`src/rtl/interrupt_pkg.sv`:
```
// Shared state encoding and constants for the interrupt entry/return sequencer.
package interrupt_pkg;

  localparam logic [3:0] ST_IDLE    = 4'd0;
  localparam logic [3:0] ST_DRAIN   = 4'd1;
  localparam logic [3:0] ST_PUSH_HI = 4'd2;
  localparam logic [3:0] ST_PUSH_LO = 4'd3;
  localparam logic [3:0] ST_PUSH_FL = 4'd4;
  localparam logic [3:0] ST_VEC_HI  = 4'd5;
  localparam logic [3:0] ST_VEC_LO  = 4'd6;
  localparam logic [3:0] ST_JUMP    = 4'd7;
  localparam logic [3:0] ST_POP_FL  = 4'd8;
  localparam logic [3:0] ST_POP_LO  = 4'd9;
  localparam logic [3:0] ST_POP_HI  = 4'd10;
  localparam logic [3:0] ST_RET     = 4'd11;

  localparam int PUSH_WORDS    = 3;
  localparam int VEC_ADDR_DFLT = 0;

  function automatic logic is_mem_state(logic [3:0] st);
    return st inside {ST_PUSH_HI, ST_PUSH_LO, ST_PUSH_FL, ST_VEC_HI, ST_VEC_LO,
                      ST_POP_FL, ST_POP_LO, ST_POP_HI};
  endfunction

  function automatic logic is_pop_state(logic [3:0] st);
    return st inside {ST_POP_FL, ST_POP_LO, ST_POP_HI, ST_RET};
  endfunction

endpackage

```
`src/rtl/interrupt_service_controller_if.sv`:
```
// Data-memory port between the interrupt sequencer (master) and the port arbiter (slave).
interface interrupt_service_controller_if #(
  parameter int ADDR_W = 32
);
  logic              mem_req;
  logic              mem_we;
  logic [ADDR_W-1:0] mem_addr;
  logic [15:0]       mem_wdata;
  logic [15:0]       mem_rdata;
  logic              mem_ack;

  modport master (output mem_req, mem_we, mem_addr, mem_wdata,
                  input  mem_rdata, mem_ack);
  modport slave  (input  mem_req, mem_we, mem_addr, mem_wdata,
                  output mem_rdata, mem_ack);
endinterface

```
`src/rtl/interrupt_stack_addr.sv`:
```
// Combinational stack/vector address generator: word address per memory state and final SP.
module interrupt_stack_addr
  import interrupt_pkg::*;
#(
  parameter int                ADDR_W   = 32,
  parameter logic [ADDR_W-1:0] VEC_ADDR = '0
) (
  input  logic [ADDR_W-1:0] s_i,
  input  logic [3:0]        state_i,
  input  logic              pop_i,
  output logic [ADDR_W-1:0] addr_o,
  output logic [ADDR_W-1:0] sp_o
);

  // All arithmetic wraps naturally at ADDR_W bits.
  always_comb begin
    addr_o = '0;
    case (state_i)
      ST_PUSH_HI: addr_o = s_i;
      ST_PUSH_LO: addr_o = s_i - ADDR_W'(1);
      ST_PUSH_FL: addr_o = s_i - ADDR_W'(2);
      ST_VEC_HI:  addr_o = VEC_ADDR;
      ST_VEC_LO:  addr_o = VEC_ADDR + ADDR_W'(1);
      ST_POP_FL:  addr_o = s_i + ADDR_W'(1);
      ST_POP_LO:  addr_o = s_i + ADDR_W'(2);
      ST_POP_HI:  addr_o = s_i + ADDR_W'(3);
      default:    addr_o = '0;
    endcase
  end

  assign sp_o = pop_i ? s_i + ADDR_W'(PUSH_WORDS) : s_i - ADDR_W'(PUSH_WORDS);

endmodule

```
`src/rtl/interrupt_service_controller.sv`:
```
// Sequences interrupt entry (drain, push PC/flags, fetch vector, jump) and RTI (pop flags/PC, return).
// Outputs decode registered state only; each memory state holds its request until mem_ack.
module interrupt_service_controller
  import interrupt_pkg::*;
#(
  parameter int                PC_W      = 32,
  parameter int                ADDR_W    = 32,
  parameter int                FLAG_W    = 4,
  parameter logic [ADDR_W-1:0] VEC_ADDR  = ADDR_W'(VEC_ADDR_DFLT),
  parameter int                DRAIN_CYC = 3
) (
  input  logic                           clk,
  input  logic                           rst,
  input  logic                           intr_req,
  input  logic                           rti_req,
  input  logic [PC_W-1:0]                pc_in,
  input  logic [FLAG_W-1:0]              flags_in,
  input  logic [ADDR_W-1:0]              sp_in,
  interrupt_service_controller_if.master mem,
  output logic                           busy,
  output logic                           flush,
  output logic                           pc_load,
  output logic [PC_W-1:0]                pc_out,
  output logic                           flags_load,
  output logic [FLAG_W-1:0]              flags_out,
  output logic                           sp_we,
  output logic [ADDR_W-1:0]              sp_out
);

  localparam logic [3:0] DRAIN_LOAD = 4'(DRAIN_CYC - 1);

  logic [3:0]        state_q, state_d;
  logic [3:0]        cnt_q,   cnt_d;
  logic              pend_q,  pend_d;
  logic [PC_W-1:0]   pc_q,    pc_d;
  logic [FLAG_W-1:0] flags_q, flags_d;
  logic [ADDR_W-1:0] s_q,     s_d;

  logic [ADDR_W-1:0] addr_c;
  logic [ADDR_W-1:0] sp_c;
  logic [15:0]       wdata_c;
  logic              req_c;

  interrupt_stack_addr #(
    .ADDR_W   (ADDR_W),
    .VEC_ADDR (VEC_ADDR)
  ) u_stack_addr (
    .s_i     (s_q),
    .state_i (state_q),
    .pop_i   (is_pop_state(state_q)),
    .addr_o  (addr_c),
    .sp_o    (sp_c)
  );

  always_ff @(posedge clk or posedge rst) begin
    if (rst) begin
      state_q <= ST_IDLE;
      cnt_q   <= '0;
      pend_q  <= 1'b0;
      pc_q    <= '0;
      flags_q <= '0;
      s_q     <= '0;
    end else begin
      state_q <= state_d;
      cnt_q   <= cnt_d;
      pend_q  <= pend_d;
      pc_q    <= pc_d;
      flags_q <= flags_d;
      s_q     <= s_d;
    end
  end

  // pc_q holds the saved PC during the pushes, then is reused to assemble the target PC.
  always_comb begin
    state_d = state_q;
    cnt_d   = cnt_q;
    pend_d  = pend_q;
    pc_d    = pc_q;
    flags_d = flags_q;
    s_d     = s_q;
    case (state_q)
      ST_IDLE: begin
        if (intr_req || pend_q) begin
          pc_d    = pc_in;
          flags_d = flags_in;
          s_d     = sp_in;
          pend_d  = 1'b0;
          cnt_d   = DRAIN_LOAD;
          state_d = ST_DRAIN;
        end else if (rti_req) begin
          s_d     = sp_in;
          state_d = ST_POP_FL;
        end
      end
      ST_DRAIN: begin
        if (cnt_q == 4'd0) state_d = ST_PUSH_HI;
        else               cnt_d   = cnt_q - 4'd1;
      end
      ST_PUSH_HI: if (mem.mem_ack) state_d = ST_PUSH_LO;
      ST_PUSH_LO: if (mem.mem_ack) state_d = ST_PUSH_FL;
      ST_PUSH_FL: if (mem.mem_ack) state_d = ST_VEC_HI;
      ST_VEC_HI: if (mem.mem_ack) begin
        pc_d[PC_W-1 -: 16] = mem.mem_rdata;
        state_d = ST_VEC_LO;
      end
      ST_VEC_LO: if (mem.mem_ack) begin
        pc_d[15:0] = mem.mem_rdata;
        state_d = ST_JUMP;
      end
      ST_POP_FL: if (mem.mem_ack) begin
        flags_d = mem.mem_rdata[FLAG_W-1:0];
        state_d = ST_POP_LO;
      end
      ST_POP_LO: if (mem.mem_ack) begin
        pc_d[15:0] = mem.mem_rdata;
        state_d = ST_POP_HI;
      end
      ST_POP_HI: if (mem.mem_ack) begin
        pc_d[PC_W-1 -: 16] = mem.mem_rdata;
        state_d = ST_RET;
      end
      default: state_d = ST_IDLE;
    endcase
    // A second interrupt while one is pending is absorbed into the same bit.
    if (state_q != ST_IDLE && intr_req) pend_d = 1'b1;
  end

  always_comb begin
    wdata_c = '0;
    case (state_q)
      ST_PUSH_HI: wdata_c = pc_q[PC_W-1 -: 16];
      ST_PUSH_LO: wdata_c = pc_q[15:0];
      ST_PUSH_FL: wdata_c = 16'(flags_q);
      default:    wdata_c = '0;
    endcase
    req_c      = is_mem_state(state_q);
    busy       = (state_q != ST_IDLE);
    flush      = (state_q == ST_DRAIN);
    pc_load    = (state_q == ST_JUMP) || (state_q == ST_RET);
    pc_out     = pc_load ? pc_q : '0;
    flags_load = (state_q == ST_RET);
    flags_out  = flags_load ? flags_q : '0;
    sp_we      = pc_load;
    sp_out     = sp_we ? sp_c : '0;
  end

  assign mem.mem_req   = req_c;
  assign mem.mem_we    = state_q inside {ST_PUSH_HI, ST_PUSH_LO, ST_PUSH_FL};
  assign mem.mem_addr  = addr_c;
  assign mem.mem_wdata = wdata_c;

endmodule

```
`src/flat_wrapper.sv`:
```
// flat-port wrapper written by rule: the top's interface ports become plain ports
module interrupt_service_controller_flat import interrupt_pkg::*;
#(
  parameter int                PC_W      = 32,
  parameter int                ADDR_W    = 32,
  parameter int                FLAG_W    = 4,
  parameter logic [ADDR_W-1:0] VEC_ADDR  = ADDR_W'(VEC_ADDR_DFLT),
  parameter int                DRAIN_CYC = 3
)
  (clk, rst, intr_req, rti_req, pc_in, flags_in, sp_in, busy, flush, pc_load, pc_out, flags_load, flags_out, sp_we, sp_out, mem_mem_req, mem_mem_we, mem_mem_addr, mem_mem_wdata, mem_mem_rdata, mem_mem_ack);
  interrupt_service_controller_if #(.ADDR_W(ADDR_W)) mem_i ();
  input  logic clk;
  input  logic rst;
  input  logic intr_req;
  input  logic rti_req;
  input  logic [PC_W-1:0] pc_in;
  input  logic [FLAG_W-1:0] flags_in;
  input  logic [ADDR_W-1:0] sp_in;
  output logic busy;
  output logic flush;
  output logic pc_load;
  output logic [PC_W-1:0] pc_out;
  output logic flags_load;
  output logic [FLAG_W-1:0] flags_out;
  output logic sp_we;
  output logic [ADDR_W-1:0] sp_out;
  output wire logic [$bits(mem_i.mem_req)-1:0] mem_mem_req;
  output wire logic [$bits(mem_i.mem_we)-1:0] mem_mem_we;
  output wire logic [$bits(mem_i.mem_addr)-1:0] mem_mem_addr;
  output wire logic [$bits(mem_i.mem_wdata)-1:0] mem_mem_wdata;
  input wire logic [$bits(mem_i.mem_rdata)-1:0] mem_mem_rdata;
  input wire logic [$bits(mem_i.mem_ack)-1:0] mem_mem_ack;
  assign mem_mem_req = mem_i.mem_req;
  assign mem_mem_we = mem_i.mem_we;
  assign mem_mem_addr = mem_i.mem_addr;
  assign mem_mem_wdata = mem_i.mem_wdata;
  assign mem_i.mem_rdata = mem_mem_rdata;
  assign mem_i.mem_ack = mem_mem_ack;
  interrupt_service_controller #(.PC_W(PC_W), .ADDR_W(ADDR_W), .FLAG_W(FLAG_W), .VEC_ADDR(VEC_ADDR), .DRAIN_CYC(DRAIN_CYC)) u_core (.clk(clk), .rst(rst), .intr_req(intr_req), .rti_req(rti_req), .pc_in(pc_in), .flags_in(flags_in), .sp_in(sp_in), .mem(mem_i), .busy(busy), .flush(flush), .pc_load(pc_load), .pc_out(pc_out), .flags_load(flags_load), .flags_out(flags_out), .sp_we(sp_we), .sp_out(sp_out));
endmodule
```
`config.mk`:
```
export PLATFORM = sky130hd
export DESIGN_NAME = interrupt_service_controller_flat
export DESIGN_NICKNAME = d
export VERILOG_FILES = /design/src/rtl/interrupt_pkg.sv /design/src/rtl/interrupt_service_controller_if.sv /design/src/rtl/interrupt_stack_addr.sv /design/src/rtl/interrupt_service_controller.sv /design/src/flat_wrapper.sv
export SDC_FILE = /design/constraint.sdc
export NUM_CORES = 1
export LEC_CHECK = 0
export CAP_MARGIN = 20
export CORE_MARGIN = 2
export CORE_UTILIZATION = 53
export DETAILED_ROUTE_END_ITERATION = 7
export GPL_ROUTABILITY_DRIVEN = 0
export GPL_TIMING_DRIVEN = 0
export PLACE_DENSITY = 0.84
export SYNTH_ARGS = -nofsm -noshare
export SYNTH_HDL_FRONTEND = slang
export SYNTH_HIERARCHICAL = 1
export SYNTH_SLANG_ARGS = --single-unit
export TNS_END_PERCENT = 5
```
`constraint.sdc`:
```
create_clock -name clk -period 6.5 [get_ports clk]
set_clock_uncertainty 0.15 [all_clocks]
set_input_delay 1.3 -clock clk [delete_from_list [all_inputs] [get_ports clk]]
set_output_delay 1.3 -clock clk [all_outputs]
set_load 0.02 [all_outputs]
```
==> results of run 1 <==
## cell type report
cell class | count | area, um2
Sequential cell | 77 | 1930
Clock buffer | 9 | 225
Timing Repair Buffer | 225 | 2270
Buffer | 82 | 365
Fill cell | 1504 | 5680
Timing Repair inverter | 1 | 7.51
Clock inverter | 7 | 66.3
Tap cell | 234 | 293
Multi-Input combinational cell | 1067 | 7670
Inverter | 36 | 141
## power by group through the flow
stage / registers [mW] / clock network [mW] / logic, mW
final: 1.09 / 0.508 / 7.03
after global routing: 1.12 / 0.529 / 7.54
after CTS: 1.07 / 0.514 / 6.81
after detailed placement: 1.07 / 0 / 6.69
after global placement: 1.06 / 0 / 6.55
after floorplan: 0.933 / 0 / 4.71
## stage by stage
stage	setup slack (ns)	std cells	instance area, um2	utilization [%]
6_report	0.146	1738	13000	69.5
5_1_grt	-0.0231	1738	13000	69.5
4_1_cts	0.0189	1731	12900	69.0
3_5_place_dp	-0.261	1711	12500	66.9
3_3_place_gp	-0.840	1708	12400	66.6
2_1_floorplan	0.980	1263	10000	-
## synthesized netlist by cell type (all sizes together) (25+ instances only)
library cell	number
a21o	38
a21oi	83
and2	75
clkbuf	63
dfrtp	77
ha	68
inv	36
mux2	65
nand2	113
nand3	32
nand4	27
nor2	97
o21ai	54
or3	25
xnor2	63
xor2	43
## cell families after synthesis
group	after synthesis	synth area share [%]
and+or+nand+nor	477	25.3
AOI/OAI and AO/OA	337	23.8
buffers and inverters	119	5.01
xor gates and xnor gates	106	9.28
muxes	77	8.51
DFF	77	19.3
adders and majority gates	70	8.90
## sequential cells by signal, indices dropped and copies added, names as in the netlist
signal / count
u_core/pend_q: 1
u_core/s_q: 32
u_core/flags_q: 4
u_core/state_q: 4
u_core/pc_q: 32
u_core/cnt_q: 4
## routing by layer
metal / part of all wire (%) / up-vias / wire [um]
met5: 0 / - / 0
met4: 4.7 / 0 / 1670
met3: 10 / 131 / 3640
met2: 47 / 740 / 16900
met1: 38 / 5319 / 13700
li1: - / 5113 / -
## repair_timing
item,in CTS,in global routing
buffers inserted,3,7
endpoints found under the setup margin,15,13
pin swaps,0,0
cloned,1,0
gates resized for setup,11,15
## path summary, 6_finish.rpt
| check | end | cells past startpoint |
|---|---|---|
| max in group asynchronous | u_core/s_q[18]$_DFFE_PP0P_ | 3 |
| worst max register to register | u_core/s_q[17]$_DFFE_PP0P_ | 7 |
| min in group asynchronous | u_core/pc_q[9]$_DFFE_PP0P_ | 2 |
| worst min-delay path | u_core/s_q[31]$_DFFE_PP0P_ | 1 |
| worst max-delay path | mem_mem_addr[28] | 14 |
| worst min register to register | u_core/s_q[31]$_DFFE_PP0P_ | 1 |
==> flow_metrics.env, run 1 <==
export IMPL_status="finished, final reports clean"
export IMPL_worst_pin_slew_ns=0.849
export IMPL_clk_pin_slew_ns=0.07
export IMPL_power_switching_mw=4.70
export IMPL_grt_ovfl_total=0
export IMPL_dominantRegCellSynth="dfrtp_1"
export IMPL_endpoint_kind="output pin"
export IMPL_nets=1658
export IMPL_cp_required_ns=5.05
export IMPL_firstDrtPassIters=6
export IMPL_fin_tns_setup_ns=0
export IMPL_slowest_delay_ns=0.55
export IMPL_avgRoutedWirePerCell_um=20.6
export IMPL_p_leak_nw=5.07
export IMPL_drt_initial_drc_count=1385
export IMPL_grt_pass1_wl_um=55700
export IMPL_syn_avg_cell_area_um2=7.92
export IMPL_pin_count=212
export IMPL_synth_seq_area_share_pct=19.3
export IMPL_rsz0062_at_grt="yes"
export IMPL_fmax_ghz=0.157
export IMPL_cts_tree="yes"
export IMPL_ys_ff_latch=77
export IMPL_rr_startpoint="u_core/state_q[2]$_DFFE_PP0P_"
export IMPL_setup_viol=0
export IMPL_cts_sinks=77
export IMPL_ir_drop_mv=0.247
export IMPL_path_cells="clkbuf_2 > nor4b_4 > inv_2 > buf_16 > ha_2 > nand2_1 > or2_2 > o32a_1 > nand4_1 > a31oi_4 > o31ai_2 > xor2_1 > a2111o_1 > clkdlybuf4s50_1"
export IMPL_antenna_found_initial=0
export IMPL_p_int_mw=3.94
export IMPL_viasPerCell=6.50
export IMPL_numCtsBuffers=9
export IMPL_crit_buf_inv=4
export IMPL_critPathKind="reg -> out"
export IMPL_diodes=0
export IMPL_dieArea_um2=20000
export IMPL_hpwl_um=27200
export IMPL_pwr_share_comb_pct=81.5
export IMPL_rows=50
export IMPL_p_seq_share_pct=12.6
export IMPL_grt_total_usage_pct=34.9
export IMPL_hp_start="u_core/s_q[31]$_DFFE_PP0P_"
export IMPL_synth_area_leaders="dfrtp_1, ha_1, mux2_1, xnor2_1, and2_1"
export IMPL_slowest_stage="clkdlybuf4s50_1"
export IMPL_die_h_um=141
export IMPL_max_slew_margin_rel_pct=43.4
export IMPL_synthDistinctLibCells=91
export IMPL_synthArstFlopShare_pct=100
export IMPL_yosysTopAreaCell="dfrtp_1"
export IMPL_final_common_cell="clkdlybuf4s50_1"
export IMPL_yosys_area_top_type_share_pct=19.3
export IMPL_holdBufCountCts=0
export IMPL_cp_max_fo=25
export IMPL_grt_pass1_vias=10600
export IMPL_post_synth_instance_area_um2=10000
export IMPL_period_share_pct=97.8
export IMPL_grt_busiest_layer="met2"
export IMPL_initial_utilization_pct=53.7
export IMPL_grtUsageMet2_pct=57.6
export IMPL_cts_root_buf="clkbuf_16"
export IMPL_io_buffers=211
export IMPL_critPathLaunchType="flip-flop"
export IMPL_powerDensity_nw_per_um2=666
export IMPL_use_met1_pct=43.1
export IMPL_whs_ns=0.345
export IMPL_min_path_type="reg -> reg"
export IMPL_syn_to_final_growth_pct=29.5
export IMPL_worstPathArrival_ns=4.90
export IMPL_grt_max_degree=64
export IMPL_drc=0
export IMPL_gr_usage_met3_pct=7.66
export IMPL_h_tree_depth=3
export IMPL_final_hold_violation_count=0
export IMPL_crit_start="u_core/state_q[1]$_DFFE_PP0P_"
export IMPL_finalMaxSlewViolations=0
export IMPL_die_w_um=141
export IMPL_clockBufferDepth=2
export IMPL_clkPwrFrac_pct=5.9
export IMPL_core_um2=18600
export IMPL_crit_family="compound AO/OA/AOI/OAI gates"
export IMPL_period_minus_slack_ns=6.35
export IMPL_synth_cells=1263
export IMPL_synth_edff_count=0
export IMPL_drive_above_1_share_pct=7.45
export IMPL_switching_share_pct=54.4
export IMPL_cap_violations=0
export IMPL_mostFrequentLayoutCells="clkdlybuf4s50_1, nand2_1, nor2_1, a21oi_1, dfrtp_1"
export IMPL_clkLatencyLatePin_ns=0.35
export IMPL_vias=11300
export IMPL_power_mw=8.64
export IMPL_yosys_warnings=6
export IMPL_drt_wl_total_um=35900
export IMPL_ant_nets=0
export IMPL_r2r_slack_ns=3.75
export IMPL_synthesis_nets=1422
No activity file was read; power rests on OpenSTA's default activity.
==> run 2, diff against run 1 <==
--- a/config.mk
+++ b/config.mk
@@ -12,6 +12,7 @@
 export GPL_ROUTABILITY_DRIVEN = 0
 export GPL_TIMING_DRIVEN = 0
 export PLACE_DENSITY = 0.84
+export SLEW_MARGIN = 20
 export SYNTH_ARGS = -nofsm -noshare
 export SYNTH_HDL_FRONTEND = slang
 export SYNTH_HIERARCHICAL = 1
==> flow_metrics.env, run 2 (synthesized netlist as in run 1, its figures left out) <==
export IMPL_status="finished, final reports clean"
export IMPL_grt_pass1_vias=10700
export IMPL_rows=50
export IMPL_rsz0062_at_grt="no"
export IMPL_h_tree_depth=3
export IMPL_diodes=0
export IMPL_cts_sinks=77
export IMPL_endpoint_kind="output pin"
export IMPL_p_leak_nw=5.05
export IMPL_nets=1654
export IMPL_mostFrequentLayoutCells="clkdlybuf4s50_1, nand2_1, nor2_1, a21oi_1, dfrtp_1"
export IMPL_cp_max_fo=32
export IMPL_numCtsBuffers=9
export IMPL_whs_ns=0.340
export IMPL_min_path_type="reg -> reg"
export IMPL_hpwl_um=27200
export IMPL_post_route_util_pct=69.2
export IMPL_setup_viol=0
export IMPL_die_h_um=141
export IMPL_stdcell_count=1734
export IMPL_period_share_pct=98.2
export IMPL_dieArea_um2=20000
export IMPL_vias=11200
export IMPL_antenna_found_initial=0
export IMPL_fin_tns_setup_ns=0
export IMPL_critPathKind="reg -> out"
export IMPL_core_um2=18600
export IMPL_avgRoutedWirePerCell_um=21.1
export IMPL_firstDrtPassIters=7
export IMPL_cp_required_ns=5.05
export IMPL_powerDensity_nw_per_um2=671
export IMPL_grt_total_usage_pct=35.1
export IMPL_ir_drop_mv=0.252
export IMPL_pin_count=212
export IMPL_syn_to_final_growth_pct=29.0
export IMPL_clkLatencyLatePin_ns=0.35
export IMPL_io_buffers=211
export IMPL_ant_nets=0
export IMPL_drc=0
export IMPL_worst_pin_slew_ns=1.01
export IMPL_grt_max_degree=49
export IMPL_fmax_ghz=0.157
export IMPL_cap_violations=0
export IMPL_max_slew_margin_rel_pct=32.0
export IMPL_grt_pass1_wl_um=55900
export IMPL_drt_wl_total_um=36600
export IMPL_period_minus_slack_ns=6.38
export IMPL_final_hold_violation_count=0
export IMPL_place_ws_ns=-0.530
export IMPL_top_regs="u_core/pc_q (32), u_core/s_q (32)"
export IMPL_rr_worst_depth=7
export IMPL_whs_path_depth=1
export IMPL_initial_utilization_pct=53.7
export IMPL_finalMaxSlewViolations=0
export IMPL_cts_root_buf="clkbuf_16"
export IMPL_clk_pin_slew_ns=0.07
export IMPL_critPathLaunchType="flip-flop"
export IMPL_grt_ovfl_total=0
export IMPL_holdBufCountCts=0
export IMPL_clockBufferDepth=2
export IMPL_die_w_um=141
export IMPL_worstPathArrival_ns=4.93
export IMPL_setup_slack_ns=0.116
export IMPL_drt_initial_drc_count=1411
export IMPL_dp_cells=1709
export IMPL_cts_tree="yes"
export IMPL_final_common_cell="clkdlybuf4s50_1"
export IMPL_drive_above_1_share_pct=7.07
export IMPL_viasPerCell=6.47
[run 2: worst max-delay path, stage by stage (launching register included)]
cell and delay (ns):
dfrtp_1 0.47, clkbuf_2 0.24, nor4b_4 0.27, buf_4 0.18
inv_6 0.10, fa_1 0.54, a211o_1 0.39, a21oi_4 0.23
o32a_1 0.23, nand4_1 0.25, a31oi_4 0.33, o31ai_1 0.15
xor2_1 0.16, a2111o_1 0.44, clkdlybuf4s50_1 0.55
[run 2: final timing paths]
| kind | start | end | slack, ns |
|---|---|---|---|
| max reg2reg | u_core/state_q[2]$_DFFE_PP0P_ | u_core/s_q[26]$_DFFE_PP0P_ | 3.68 |
| min reg2reg | u_core/s_q[31]$_DFFE_PP0P_ | u_core/s_q[31]$_DFFE_PP0P_ | 0.34 |
| max | u_core/state_q[1]$_DFFE_PP0P_ | mem_mem_addr[28] | 0.12 |
| max in group asynchronous | rst | u_core/s_q[8]$_DFFE_PP0P_ | 4.43 |
| min | u_core/s_q[31]$_DFFE_PP0P_ | u_core/s_q[31]$_DFFE_PP0P_ | 0.34 |
| min in group asynchronous | rst | u_core/s_q[28]$_DFFE_PP0P_ | 1.16 |
[run 2: report_power, final]
group / switching (mW) / leakage [nW] / internal [mW]
clock network: 0.238 / 0.149 / 0.304
logic: 4.11 / 4.01 / 2.92
registers: 0.365 / 0.896 / 0.724
[run 2: through the flow]
| step | power (mW) | area (um2) |
|---|---|---|
| finish | 8.67 | 12900 |
| global route | 9.21 | 12900 |
| CTS | 8.42 | 12800 |
| detailed placement | 7.75 | 12400 |
| global placement | 7.61 | 12400 |
| floorplan | 5.64 | 10000 |
[run 2: layout make-up]
type | instances | area [um2]
buffer | 81 | 362
clock buffer | 9 | 225
clock inverter | 7 | 80.1
fill | 1493 | 5740
inverter | 36 | 146
multi-input combinational | 1067 | 7650
sequential | 77 | 1930
tap | 234 | 293
timing repair buffer | 222 | 2210
timing repair inverter | 1 | 7.51
[run 2: repair_timing]
item                                    in CTS  in global routing
gates cloned                                 1                  0
endpoints found under the hold margin        0                  0
endpoints found under the setup margin      21                 14
pin swaps                                    1                  1
buffers inserted                             4                  6
gates resized for setup                     13                  9
[run 2: routing by layer]
metal	wire, um	up-vias	track usage [%]
met5	0	-	0
met4	1860	0	17.9
met3	3750	146	7.76
met2	17000	691	58.4
met1	13900	5265	42.8
li1	-	5123	-
